**src/rtl/mem_wb_stage.sv**
```systemverilog
// Elastic MEM/WB pipeline register with valid/ready handshake and synchronous flush.
// Optional second (skid) entry enabled by defining MEM_WB_SKID_EN.
module mem_wb_stage #(
  parameter int DATA_W = 32,
  parameter int REG_W  = 5,
  parameter int CTRL_W = 2
) (
  input  logic              Clk_in,
  input  logic              Reset_n_in,
  input  logic              Flush_in,
  input  logic              In_valid_in,
  output logic              In_ready_out,
  input  logic [CTRL_W-1:0] Ctrl_in,
  input  logic [DATA_W-1:0] ALUResult_in,
  input  logic [DATA_W-1:0] MemData_in,
  input  logic [REG_W-1:0]  DestReg_in,
  output logic              Out_valid_out,
  input  logic              Out_ready_in,
  output logic [CTRL_W-1:0] Ctrl_out,
  output logic [DATA_W-1:0] ALUResult_out,
  output logic [DATA_W-1:0] MemData_out,
  output logic [REG_W-1:0]  DestReg_out,
  output logic [DATA_W-1:0] WBData_out,
  output logic [1:0]        Occupancy_out
);

  logic              main_valid;
  logic [CTRL_W-1:0] main_ctrl;
  logic [DATA_W-1:0] main_alu;
  logic [DATA_W-1:0] main_mem;
  logic [REG_W-1:0]  main_dest;

  logic xfer_in;
  logic xfer_out;

  assign xfer_in  = In_valid_in && In_ready_out;
  assign xfer_out = main_valid && Out_ready_in;

`ifdef MEM_WB_SKID_EN
  logic              skid_valid;
  logic [CTRL_W-1:0] skid_ctrl;
  logic [DATA_W-1:0] skid_alu;
  logic [DATA_W-1:0] skid_mem;
  logic [REG_W-1:0]  skid_dest;

  // Ready depends only on registered state, breaking the combinational ready path.
  assign In_ready_out  = !skid_valid && !Flush_in;
  // The skid entry is only ever occupied while main is occupied.
  assign Occupancy_out = {skid_valid, main_valid && !skid_valid};

  always_ff @(posedge Clk_in or negedge Reset_n_in) begin
    if (!Reset_n_in) begin
      main_valid <= 1'b0;
      main_ctrl  <= '0;
      main_alu   <= '0;
      main_mem   <= '0;
      main_dest  <= '0;
      skid_valid <= 1'b0;
      skid_ctrl  <= '0;
      skid_alu   <= '0;
      skid_mem   <= '0;
      skid_dest  <= '0;
    end else if (Flush_in) begin
      main_valid <= 1'b0;
      skid_valid <= 1'b0;
    end else if (!main_valid) begin
      if (xfer_in) begin
        main_valid <= 1'b1;
        main_ctrl  <= Ctrl_in;
        main_alu   <= ALUResult_in;
        main_mem   <= MemData_in;
        main_dest  <= DestReg_in;
      end
    end else if (xfer_out) begin
      if (skid_valid) begin
        main_ctrl  <= skid_ctrl;
        main_alu   <= skid_alu;
        main_mem   <= skid_mem;
        main_dest  <= skid_dest;
        skid_valid <= 1'b0;
      end else if (xfer_in) begin
        main_ctrl <= Ctrl_in;
        main_alu  <= ALUResult_in;
        main_mem  <= MemData_in;
        main_dest <= DestReg_in;
      end else begin
        main_valid <= 1'b0;
      end
    end else if (xfer_in) begin
      skid_valid <= 1'b1;
      skid_ctrl  <= Ctrl_in;
      skid_alu   <= ALUResult_in;
      skid_mem   <= MemData_in;
      skid_dest  <= DestReg_in;
    end
  end
`else
  assign In_ready_out  = !Flush_in && (!main_valid || Out_ready_in);
  assign Occupancy_out = {1'b0, main_valid};

  always_ff @(posedge Clk_in or negedge Reset_n_in) begin
    if (!Reset_n_in) begin
      main_valid <= 1'b0;
      main_ctrl  <= '0;
      main_alu   <= '0;
      main_mem   <= '0;
      main_dest  <= '0;
    end else if (Flush_in) begin
      main_valid <= 1'b0;
    end else if (xfer_in) begin
      main_valid <= 1'b1;
      main_ctrl  <= Ctrl_in;
      main_alu   <= ALUResult_in;
      main_mem   <= MemData_in;
      main_dest  <= DestReg_in;
    end else if (xfer_out) begin
      main_valid <= 1'b0;
    end
  end
`endif

  // RegWrite is gated so a bubble never writes the register file.
  assign Out_valid_out = main_valid;
  assign Ctrl_out      = {main_ctrl[CTRL_W-1:1], main_ctrl[0] && main_valid};
  assign ALUResult_out = main_alu;
  assign MemData_out   = main_mem;
  assign DestReg_out   = main_dest;
  assign WBData_out    = main_ctrl[1] ? main_mem : main_alu;

endmodule
```
**config.mk**
```make
export PLATFORM = sky130hd
export DESIGN_NAME = mem_wb_stage
export DESIGN_NICKNAME = d
export VERILOG_FILES = /design/src/rtl/mem_wb_stage.sv
export SDC_FILE = /design/constraint.sdc
export NUM_CORES = 1
export LEC_CHECK = 0
export CORE_ASPECT_RATIO = 0.7
export CORE_MARGIN = 2
export CORE_UTILIZATION = 43
export DETAILED_ROUTE_END_ITERATION = 7
export PLACE_DENSITY = 0.87
export SETUP_SLACK_MARGIN = 0.1
export SYNTH_ARGS = -nofsm -noshare
export SYNTH_HDL_FRONTEND = slang
export SYNTH_SLANG_ARGS = --single-unit
```
**constraint.sdc**
```tcl
create_clock -name Clk_in -period 3.6 [get_ports Clk_in]
set_input_delay 0.72 -clock Clk_in [delete_from_list [all_inputs] [get_ports Clk_in]]
set_output_delay 0.72 -clock Clk_in [all_outputs]
set_load 0.01 [all_outputs]
```
==> Word-level counts from Yosys, hierarchy flattened <==
Cells that the tools add are included.
{ "classes": {"n_addsub": 0, "bitwise_logic": 1, "muxes": 4, "magnitude_cmp": 0, "multipliers": 0, "n_reduce_logical": 9, "n_eq_ne": 0, "n_shift": 0, "div": 0} }
{ "op_table": {"columns": ["cell", "count"], "rows": [
  ["$mux W32", 1],
  ["$logic_and A1 B1 Y1", 4],
  ["$mux W1", 3],
  ["$reduce_bool A3 Y1", 1],
  ["$logic_not A1 Y1", 2],
  ["$reduce_and A2 Y1", 1],
  ["$logic_or A1 B1 Y1", 1],
  ["$not A1 Y1", 1]
]} }
{ "word_totals": {"memories": 0, "output_inout_bits": 107, "mem_bits_rw": 0, "ff_bits": 72, "input_bits": 76, "rom_bits": 0, "word_cells": 19, "latch_bits": 0} }

==> Depth between registers and ports, before layout <==
{ "logic_depth": {"word_depth": 6, "depth_mapped": 5, "depth_no_buf": 3} }

==> Least setup slack after synthesis <==
Ideal clock, no wire load.
{ "synth_path": {"path_type": "register to output", "from": "register main_ctrl[1]", "to": "output port WBData_out[0]", "setup_slack_ns": 1.756, "required_time_ns": 2.880, "arrival_time_ns": 1.124, "n_path_buf": 2, "path_stages_with_launch": 4, "path_cell_list": "dfrtp_1 -> clkbuf_1 -> buf_2 -> mux2_2"} }
{ "synth_between": {"elab_chain_len": 1} }
{ "synth_lines": {"columns": ["element", "line_no", "text"], "rows": [
  ["start: declaration", "28", "logic [CTRL_W-1:0] main_ctrl;"],
  ["start signal: assignment", "112", "main_ctrl <= Ctrl_in;"],
  ["$mux W32", "128", "assign WBData_out = main_ctrl[1] ? main_mem : main_alu;"],
  ["end: declaration", "23", "output logic [DATA_W-1:0] WBData_out,"]
]} }
Every way passes these cells.

==> Worst setup path after layout <==
{ "layout_path": {"from": "input port Out_ready_in", "to": "output port In_ready_out"} }
{ "layout_between": {"elab_chain_len": 2} }
{ "layout_lines": {"columns": ["element", "line_no", "text"], "rows": [
  ["start: declaration", "18", "input logic Out_ready_in,"],
  ["$logic_or A1 B1 Y1", "98", "assign In_ready_out = !Flush_in && (!main_valid || Out_ready_in);"],
  ["$logic_and A1 B1 Y1", "98", null],
  ["end: declaration", "12", "output logic In_ready_out,"]
]} }
Every way passes these cells.

==> impl_metrics.toml <==
[sta]
tightestPinTransition_ns = 0.8975
skew_ns = 0.008507
finalHoldViolations = 0
fin_hold_ws_ns = 0.5082
finalSetupViolCount = 0
max_freq_mhz = 382.5
fin_ws_ns = 0.9856
fin_setup_tns_ns = 0
max_slew_margin_pct = 40.17
final_max_slew_viol_count = 0
finalCriticalPeriod_ns = 2.614
post-route-period-util_pct = 72.62
rsz0062_at_grt = "false"

[clocking]
tritoncts = "done"
clk_pin_slew_ns = 0.06
cts_sinks = 72
clock-root-buffer = "clkbuf_16"
clock_path_buffers = 2
cts_buffers = 9
cts.repair.resized = 0
clock_latency_ns = 0.32
cts_htree_levels = 3
postCtsSetupBuffers = 0
cts_hold_buf = 0

[power_and_ir_drop]
share_seq_of_total_power_pct = 35.5
peakVddDrop_v = 0.0002718
power_frac_comb_pct = 36.2
power.density_nw_per_um2 = 542.6
p_sw_uw = 787.7
clockPowerShare_pct = 28.3
power_switching_share_pct = 26.24
total_power_mw = 3.002
p_int_mw = 2.214
power_leakage_nw = 2.382

[placed_design]
dpl_cell_area_um2 = 5250
dp_hpwl_um = 6204
dp_cells = 467
dpl_worst_slack_ns = 0.9921
port_buffers = 181
place_congestion = 0.8197

[finish]
final_core_util_pct = 70.58
n_fill_cell = 533
nets = 453
multi_input_area_um2 = 1478
diodes = 0
post-route-cell-area_um2 = 5532
layoutNonFillerInstCount = 483
drive_above_1_share_pct = 32.20
area.growth.synth_to_final_pct = 59.60
register_area_um2 = 1802

[die]
die_area_um2 = 8806
coreArea_um2 = 7838
die_h_um = 79.12
start_util_pct = 44.22
ios = 183
core.rowCount = 27
die_w_um = 111.3

[synthesis]
synthesis.area_um2 = 3466
synth_top_area_share_pct = 51.99
syn_inst = 197
synth_seq_cells = 72
syn_area_per_cell_um2 = 17.59
synth_top_cell_by_area = "dfrtp_1"
syn_nets = 273
yosysUniqueCellTypes = 13
yosysWarnings = 0
synth_area_leaders = "dfrtp_1 (52%), mux2_4 (30%), mux2_2 (11%)"
seq_area_frac_synth_pct = 51.99

[global_routing]
grt_overflow = 0
grt_max_degree = 73
grt_pass1_vias = 2437
track_usage_pct = 20.01
antenna_found_initial = 0
grt_pass1_wl_um = 13680

[routing]
wl_um = 8658
drt_iter0_markers = 109
via_per_inst = 4.841
wl_per_cell_um = 17.93
ant_nets = 0
dr_total_vias = 2338
drc_errors = 0
firstDrtPassIters = 4

[min_path]
hold_path_depth = 1
hold_class = "reg -> reg"

[worst_setup_path]
required_ns = 2.88
r2r_cells = 4
path_class = "in -> out"
cp-end-kind = "output port"
crit_path_start_kind = "input pin"
critical_path_arrival_ns = 1.89
path_max_fanout = 3

[job]
max-cap-violations = 0

[status]
run_status = "complete, no violations"
[worst max-delay path, stage by stage]
cell	delay, ns
clkdlybuf4s50_1	0.50
nor2b_4	0.06
nor2_1	0.08
clkdlybuf4s50_1	0.54
[power by group through the flow]
stage	clock (mW)	combinational, mW	sequential (mW)
5_1_grt	0.911	1.14	1.09
4_1_cts	0.867	1.10	1.07
2_1_floorplan	0	0.441	1.11
3_3_place_gp	0	1.07	1.07
3_5_place_dp	0	1.09	1.07
6_report	0.848	1.09	1.07
[cells in the mapped netlist, drive strengths merged]
cell,instances
nor2b,1
nor2,3
dfrtp,72
mux2,103
conb,1
nor3b,1
and2,1
clkbuf,1
buf,14
[final timing paths]
path | start | end | slack (ns)
setup / recovery | Out_ready_in | In_ready_out | 0.99
setup reg to reg | Out_valid_out$_DFFE_PN0P_ | ALUResult_out[20]$_DFFE_PN0P_ | 1.79
hold reg to reg | DestReg_out[0]$_DFFE_PN0P_ | DestReg_out[0]$_DFFE_PN0P_ | 0.51
max in group asynchronous | Reset_n_in | DestReg_out[2]$_DFFE_PN0P_ | 2.48
hold / removal | DestReg_out[0]$_DFFE_PN0P_ | DestReg_out[0]$_DFFE_PN0P_ | 0.51
min in group asynchronous | Reset_n_in | MemData_out[25]$_DFFE_PN0P_ | 0.53
[sequential cells by signal, indices dropped and copies added (netlist names)]
register / flops
ALUResult_out: 32
MemData_out: 32
DestReg_out: 5
main_ctrl: 2
Out_valid_out: 1
[layout by cell type (no fill, tap or decap)]
| cell | synthesis | final |
|---|---|---|
| clkbuf_1 | 1 | 3 |
| buf_4 | 3 | 3 |
| bufinv_16 | 0 | 1 |
| clkbuf_16 | 0 | 9 |
| clkinv_2 | 0 | 3 |
| dfrtp_1 | 72 | 72 |
| clkdlybuf4s50_1 | 0 | 180 |
| buf_12 | 7 | 1 |
| mux2_4 | 70 | 70 |
| nor2_1 | 3 | 3 |
| nor2b_4 | 1 | 1 |
| and2_2 | 1 | 1 |
| nor3b_4 | 0 | 1 |
| mux2_2 | 33 | 33 |
| conb_1 | 1 | 1 |
[cell type report]
class	count	share of cell area, %
Clock buffer	12	4.275
Clock inverter	4	0.8143
Multi-Input combinational cell	110	26.71
Sequential cell	72	32.57
Timing Repair Buffer	184	33.34
Tap cell	101	2.285
[cells by family (layout without fill, tap and decap cells)]
kind of cell           count (synthesis)  in the layout  synth area share (%)
flip-flops                            72             72                 51.99
AND/OR/NAND/NOR                        6              6                 1.300
other                                  1              1                0.1082
buffers and inverters                 15            200                 5.559
multiplexers                         103            103                 41.05
[routing by layer]
metal  vias to the layer above  part of all wire (%)  GRT usage (%)
met5                         -                     0              0
met4                         0                   1.2          5.802
met3                         9                   8.4          7.099
met2                       123                    48          31.89
met1                      1156                    43          26.06
li1                       1050                     -              -
Power figures use the tool's default switching activity.
